### src/rtl/game_ctrl.sv
// game_ctrl: conditions the WASD/Esc/Enter keys, runs the MENU/PLAY/PAUSE mode
// machine and moves the player sprite once per frame inside a clamped field.
module game_ctrl #(
    parameter int FIELD_W   = 640,
    parameter int FIELD_H   = 480,
    parameter int XW        = 10,
    parameter int YW        = 9,
    parameter int SPRITE    = 16,
    parameter int STEP      = 4,
    parameter int DB_CYCLES = 16,
    parameter int CNT_W     = 16
) (
    input  logic             clk,
    input  logic             rst,
    input  logic             key_w,
    input  logic             key_a,
    input  logic             key_s,
    input  logic             key_d,
    input  logic             key_esc,
    input  logic             key_enter,
    input  logic             frame_tick,
    output logic [1:0]       state,
    output logic [XW-1:0]    player_x,
    output logic [YW-1:0]    player_y,
    output logic             moved,
    output logic [CNT_W-1:0] play_frames
);

    localparam logic [1:0] ST_MENU  = 2'd0;
    localparam logic [1:0] ST_PLAY  = 2'd1;
    localparam logic [1:0] ST_PAUSE = 2'd2;

    localparam int K_W   = 0;
    localparam int K_A   = 1;
    localparam int K_S   = 2;
    localparam int K_D   = 3;
    localparam int K_ESC = 4;
    localparam int K_ENT = 5;

    localparam int DBW = $clog2(DB_CYCLES + 1);
    localparam logic [DBW-1:0] DB_LAST = DBW'(DB_CYCLES - 1);

    localparam logic [XW-1:0] X_CTR = XW'((FIELD_W - SPRITE) / 2);
    localparam logic [YW-1:0] Y_CTR = YW'((FIELD_H - SPRITE) / 2);
    localparam logic signed [XW+1:0] X_MAX  = (XW+2)'(FIELD_W - SPRITE);
    localparam logic signed [YW+1:0] Y_MAX  = (YW+2)'(FIELD_H - SPRITE);
    localparam logic signed [XW+1:0] X_STEP = (XW+2)'(STEP);
    localparam logic signed [YW+1:0] Y_STEP = (YW+2)'(STEP);

    function automatic logic [XW-1:0] clamp_x(input logic signed [XW+1:0] v);
        if (v[XW+1])
            return '0;
        else if (v > X_MAX)
            return X_MAX[XW-1:0];
        else
            return v[XW-1:0];
    endfunction

    function automatic logic [YW-1:0] clamp_y(input logic signed [YW+1:0] v);
        if (v[YW+1])
            return '0;
        else if (v > Y_MAX)
            return Y_MAX[YW-1:0];
        else
            return v[YW-1:0];
    endfunction

    function automatic logic [CNT_W-1:0] sat_inc(input logic [CNT_W-1:0] v);
        return (&v) ? v : v + CNT_W'(1);
    endfunction

    logic [5:0]     raw;
    logic [5:0]     sync_p0;
    logic [5:0]     sync_p1;
    logic [5:0]     db;
    logic [1:0]     ctl_dly;
    logic [DBW-1:0] db_cnt [6];
    logic           rise_esc;
    logic           rise_ent;

    assign raw = {key_enter, key_esc, key_d, key_s, key_a, key_w};

    // Stage p0/p1: two-flop synchroniser, then per-key debounce on the p1 level
    always_ff @(posedge clk) begin
        if (!rst) begin
            sync_p0 <= '0;
            sync_p1 <= '0;
            db      <= '0;
            ctl_dly <= '0;
            for (int k = 0; k < 6; k++)
                db_cnt[k] <= '0;
        end else begin
            sync_p0 <= raw;
            sync_p1 <= sync_p0;
            ctl_dly <= db[K_ENT:K_ESC];
            for (int k = 0; k < 6; k++) begin
                if (sync_p1[k] == db[k]) begin
                    db_cnt[k] <= '0;
                end else if (db_cnt[k] == DB_LAST) begin
                    db[k]     <= ~db[k];
                    db_cnt[k] <= '0;
                end else begin
                    db_cnt[k] <= db_cnt[k] + DBW'(1);
                end
            end
        end
    end

    assign rise_esc = db[K_ESC] & ~ctl_dly[0];
    assign rise_ent = db[K_ENT] & ~ctl_dly[1];

    logic signed [XW+1:0] x_ext;
    logic signed [YW+1:0] y_ext;
    logic signed [XW+1:0] nx_raw;
    logic signed [YW+1:0] ny_raw;
    logic [XW-1:0]        nx;
    logic [YW-1:0]        ny;

    // Opposite keys held together cancel, so only a lone key moves an axis
    always_comb begin
        x_ext  = $signed({2'b00, player_x});
        y_ext  = $signed({2'b00, player_y});
        nx_raw = x_ext;
        ny_raw = y_ext;
        if (db[K_D] && !db[K_A])
            nx_raw = x_ext + X_STEP;
        else if (db[K_A] && !db[K_D])
            nx_raw = x_ext - X_STEP;
        if (db[K_S] && !db[K_W])
            ny_raw = y_ext + Y_STEP;
        else if (db[K_W] && !db[K_S])
            ny_raw = y_ext - Y_STEP;
    end

    assign nx = clamp_x(nx_raw);
    assign ny = clamp_y(ny_raw);

    // Stage p2: mode machine and per-frame position/counter update
    always_ff @(posedge clk) begin
        if (!rst) begin
            state       <= ST_MENU;
            player_x    <= X_CTR;
            player_y    <= Y_CTR;
            moved       <= 1'b0;
            play_frames <= '0;
        end else begin
            moved <= 1'b0;
            case (state)
                ST_MENU: begin
                    if (rise_ent) begin
                        state       <= ST_PLAY;
                        player_x    <= X_CTR;
                        player_y    <= Y_CTR;
                        play_frames <= '0;
                    end
                end
                ST_PLAY: begin
                    if (frame_tick) begin
                        player_x    <= nx;
                        player_y    <= ny;
                        moved       <= (nx != player_x) || (ny != player_y);
                        play_frames <= sat_inc(play_frames);
                    end
                    if (rise_esc)
                        state <= ST_PAUSE;
                end
                ST_PAUSE: begin
                    if (rise_esc)
                        state <= ST_MENU;
                    else if (rise_ent)
                        state <= ST_PLAY;
                end
                default: state <= ST_MENU;
            endcase
        end
    end

endmodule

### config.mk
export PLATFORM = sky130hd
export DESIGN_NAME = game_ctrl
export DESIGN_NICKNAME = d
export VERILOG_FILES = /design/src/rtl/game_ctrl.sv
export SDC_FILE = /design/constraint.sdc
export NUM_CORES = 1
export LEC_CHECK = 0
export CAP_MARGIN = 25
export CORE_MARGIN = 10
export CORE_UTILIZATION = 42
export DETAILED_ROUTE_END_ITERATION = 10
export GPL_TIMING_DRIVEN = 0
export PLACE_DENSITY = 0.65
export REMOVE_ABC_BUFFERS = 1
export SETUP_SLACK_MARGIN = 0.3
export SYNTH_ARGS = -nofsm -noshare
export SYNTH_HDL_FRONTEND = slang
export SYNTH_SLANG_ARGS = --single-unit
### constraint.sdc
create_clock -name clk -period 2.9 [get_ports clk]
set_input_delay 0.58 -clock clk [delete_from_list [all_inputs] [get_ports clk]]
set_output_delay 0.58 -clock clk [all_outputs]
set_load 0.01 [all_outputs]
==> out/qor.log <==
qor: pwr.switching_share 21.5%
qor: critical_path.worst_ep_arrival_time 2.89 ns
qor: pwr.power.share.sequential 49.1%
qor: clocking.cts_tree built
qor: clocking.htree_levels 3
qor: clocking.post_cts_hold_buffer_count 0
qor: hold_path.worst_hold_path_depth 1
qor: clocking.master_cell_of_the_clock_root_buffer sky130_fd_sc_hd__clkbuf_16
qor: pwr.power.ir.vdd_worst 298 uV
qor: final_layout.antenna_cells_inserted 0
qor: sta.fin_setup_tns 0 ns
qor: critical_path.crit_chain ha_2 > nand4b_1 > o32ai_4 > xnor2_2 > o311ai_4 > nor3_1 > or4_1 > nor4b_2 > a41oi_1
qor: yosys.postSynthAreaPerCell 9.23 sq um
qor: job.number_of_maximum_capacitance_constraint_violations 0
qor: critical_path.cpMaxStageDelayCell sky130_fd_sc_hd__or4_1
qor: yosys.postSynthRegisterBits 88
qor: global_route.globalRouteOverflowTotal 0
qor: critical_path.worst-r2r-cell-count 9
qor: pwr.static-leakage-power 0.00225 uW
qor: sta.timing.final.hold_violations 0
qor: sta.worst_relative_slew_slack 38.4%
qor: pwr.clock_power_share 48.1%
qor: floorplan.placementRows 38
qor: global_route.grt_first_pass_wirelength 17.6 mm
qor: global_route.gr-usage-all-layers 13.2%
qor: routing.number_of_nets_still_failing_antenna_checks_after_routing 0
qor: critical_path.critical_path.reg2reg.endpoint moved$_SDFF_PN0_
qor: final_layout.final_common_cell sky130_fd_sc_hd__nor2_1
qor: yosys.synth_top_flop_cell sky130_fd_sc_hd__dfxtp_1
qor: global_route.antenna_found_initial 0
qor: routing.postRouteWirelength 10.9 mm
qor: hold_path.hp-start sync_p0[4]$_SDFF_PN0_
qor: final_layout.area.growth.synth_to_final 27.3%
qor: yosys.gate_count_after_technology_mapping 512
qor: clocking.worst_setup_hold_path_clk_slew 0.07 ns
qor: routing.drt_iter0_markers 236
qor: yosys.share_of_synthesized_flip_flops_with_an_asynchronous_set_or_reset 0%
qor: floorplan.die_w 126 microns
qor: floorplan.core_footprint 10900 sq um
qor: pwr.power.density_cell_area 442 nW/um^2
qor: final_layout.finish.net_count 618
qor: yosys.synth-warning-count 0
qor: pwr.combPwrFrac 2.8%
qor: final_layout.final.fill_count 1033
qor: sta.timing.clock.skew 0.00897 ns
qor: sta.rsz_0062_raised_after_global_routing yes
qor: floorplan.pin_count 47
qor: routing.dr_total_vias 3926
qor: clocking.worst_skew_pair.late_latency 0.35 ns
qor: critical_path.r2r_setup_slack 0.22 ns
qor: clocking.maximum_root_to_sink_buffer_count 2
qor: final_layout.layout.cells.most_common_list sky130_fd_sc_hd__nor2_1, sky130_fd_sc_hd__dfxtp_1, sky130_fd_sc_hd__clkdlybuf4s50_1
qor: pwr.total_switching_power 571 uW
qor: hold_path.hold_class register to register
qor: routing.drt_drc_violations_left 0
qor: sta.finalCritPeriodShare 92.5%
qor: placement.hpwlAfterDp 7.63 mm
qor: hold_path.hold_path_end sync_p1[4]$_SDFF_PN0_
qor: run_status.outcome finished clean
qor: sta.final-max-slew-violation-count 0
qor: pwr.p_int 2090 uW
qor: critical_path.worst-path-max-fanout 9
qor: routing.route.detailed.wl_per_inst 14.9 microns
qor: critical_path.worst_setup_path_end_kind register
qor: placement.place.port_buffers 46
qor: floorplan.die_h 126 microns
qor: yosys.synth-edff-count 30
qor: global_route.grt_start_max_net_pins 52
qor: final_layout.final-instance-count-excl-fill 737
qor: routing.viasPerCell 5.33
qor: placement.routabilityCongestion 0.874
qor: critical_path.required_time_of_the_critical_path 3.11 ns
qor: sta.slew_at_the_pin_closest_to_its_max_slew_limit 0.923 ns
qor: critical_path.worst_r2r_startpoint player_x[3]$_SDFFE_PN1P_
qor: critical_path.worst_path_class_setup register to register
qor: sta.period_needed 2.68 ns
qor: sta.setup_viol 0
qor: clocking.cts_made_buffers 9
qor: yosys.synth_area 4730 sq um
qor: yosys.synth_cell_type_count 63
qor: floorplan.design.die.area 15900 sq um
qor: sta.fmax 0.373 GHz
qor: global_route.first_global_vias 3738
qor: routing.detail_route.first_pass.iterations 5
qor: pwr.fin_total_pwr 2660 uW
qor: placement.numPlacedInstances 710
qor: critical_path.worst_path_largest_cell_delay 0.42 ns
qor: final_layout.layout-drive-gt1-share 12.2%
qor: yosys.synth.yosys.seq_area_share 43.6%
qor: clocking.cts_sinks 88
qor: floorplan.initial_core_util 43.2%
qor: critical_path.timing.critical_path.from_type register
flip-flops by register name, summed over array words and instances, names as in the netlist:
name	cells
db_cnt	30
play_frames	16
player_x	10
player_y	9
db	6
sync_p0	6
sync_p1	6
ctl_dly	2
state	2
moved	1
metrics by stage:
stage,util [%],hold slack (ns),setup WS (ns),instance area (sq um)
after floorplan,-,0.412,0.0322,4760
after global placement,49.3,0.416,-0.839,5390
after detailed placement,49.3,0.419,-0.407,5400
after CTS,53.7,0.437,0.218,5870
after global routing,55.0,0.445,0.0952,6020
final,55.0,0.434,0.216,6020
metal layers:
layer | vias to the layer above | global-route usage, % | wire length [microns]
li1 | 1964 | - | -
met1 | 1870 | 16.2 | 5070
met2 | 77 | 21.3 | 5160
met3 | 15 | 2.89 | 555
met4 | 0 | 6.56 | 165
met5 | - | 0 | 0
Yosys cell counts (all sizes together) (17+ instances only):
master | count | area [sq um]
a21oi | 18 | 90.1
xnor2 | 17 | 149
o21ai | 22 | 110
dfxtp | 58 | 1160
xor2 | 23 | 201
nor2b | 19 | 119
nor2 | 65 | 244
inv | 22 | 82.6
nand3 | 18 | 90.1
and2 | 20 | 125
ha | 17 | 213
nand2 | 27 | 101
edfxtp | 30 | 901
kinds of logic (layout without fill, tap and decap cells):
logic type               after synthesis  count (layout)  synth area share [%]
AND/OR/NAND/NOR                      230             230                  26.3
other                                  1              30                0.0794
AO/OA/AOI/OAI                         85              85                  12.3
buffers and inverters                 40              96                  3.39
multiplexers                          11              11                  2.38
adder cells (fa/ha/maj)               17              17                  4.50
flip-flops                            88              88                  43.6
XOR/XNOR                              40              40                  7.41
worst max-delay path: cells and delay by family (launching register included):
family	cells	cell delay [ns]
xor+xnor	1	0.14
compound gates	3	0.83
fa+ha+maj	1	0.22
flops	1	0.40
simple gates	4	0.96
timing repair:
item | CTS | global route
buffers inserted | 4 | 7
endpoints found under the setup margin | 23 | 12
cloned | 0 | 0
resized for setup | 29 | 21
pin swaps | 9 | 9
layout make-up:
cell class / count / area (sq um) / share of cell area, %
Clock inverter: 7 / 101 / 1.68
Tap cell: 140 / 175 / 2.91
Clock buffer: 9 / 225 / 3.74
Sequential cell: 88 / 2090 / 34.8
Timing Repair Buffer: 58 / 546 / 9.06
Inverter: 22 / 82.6 / 1.37
Multi-Input combinational cell: 413 / 2800 / 46.5
power groups by stage:
stage	combinational, uW	clock (uW)	sequential, uW
after floorplan	44.5	0	1340
after global placement	71.4	0	1340
after detailed placement	73.2	0	1340
after CTS	73.9	1310	1310
after global routing	85.9	1350	1310
final	74.1	1280	1310
worst max-delay path by stage:
stage	from	endpoint	slack, ns
after global routing	player_x[3]$_SDFFE_PN1P_	moved$_SDFF_PN0_	0.1
after detailed placement	frame_tick	play_frames[10]$_SDFFE_PN0P_	-0.41
final	player_x[3]$_SDFFE_PN1P_	moved$_SDFF_PN0_	0.22
after global placement	rst	play_frames[10]$_SDFFE_PN0P_	-0.84
after CTS	db[3]$_SDFFE_PN0P_	moved$_SDFF_PN0_	0.22
after floorplan	db[1]$_SDFFE_PN0P_	moved$_SDFF_PN0_	0.03
Power figures use the tool's default switching activity.
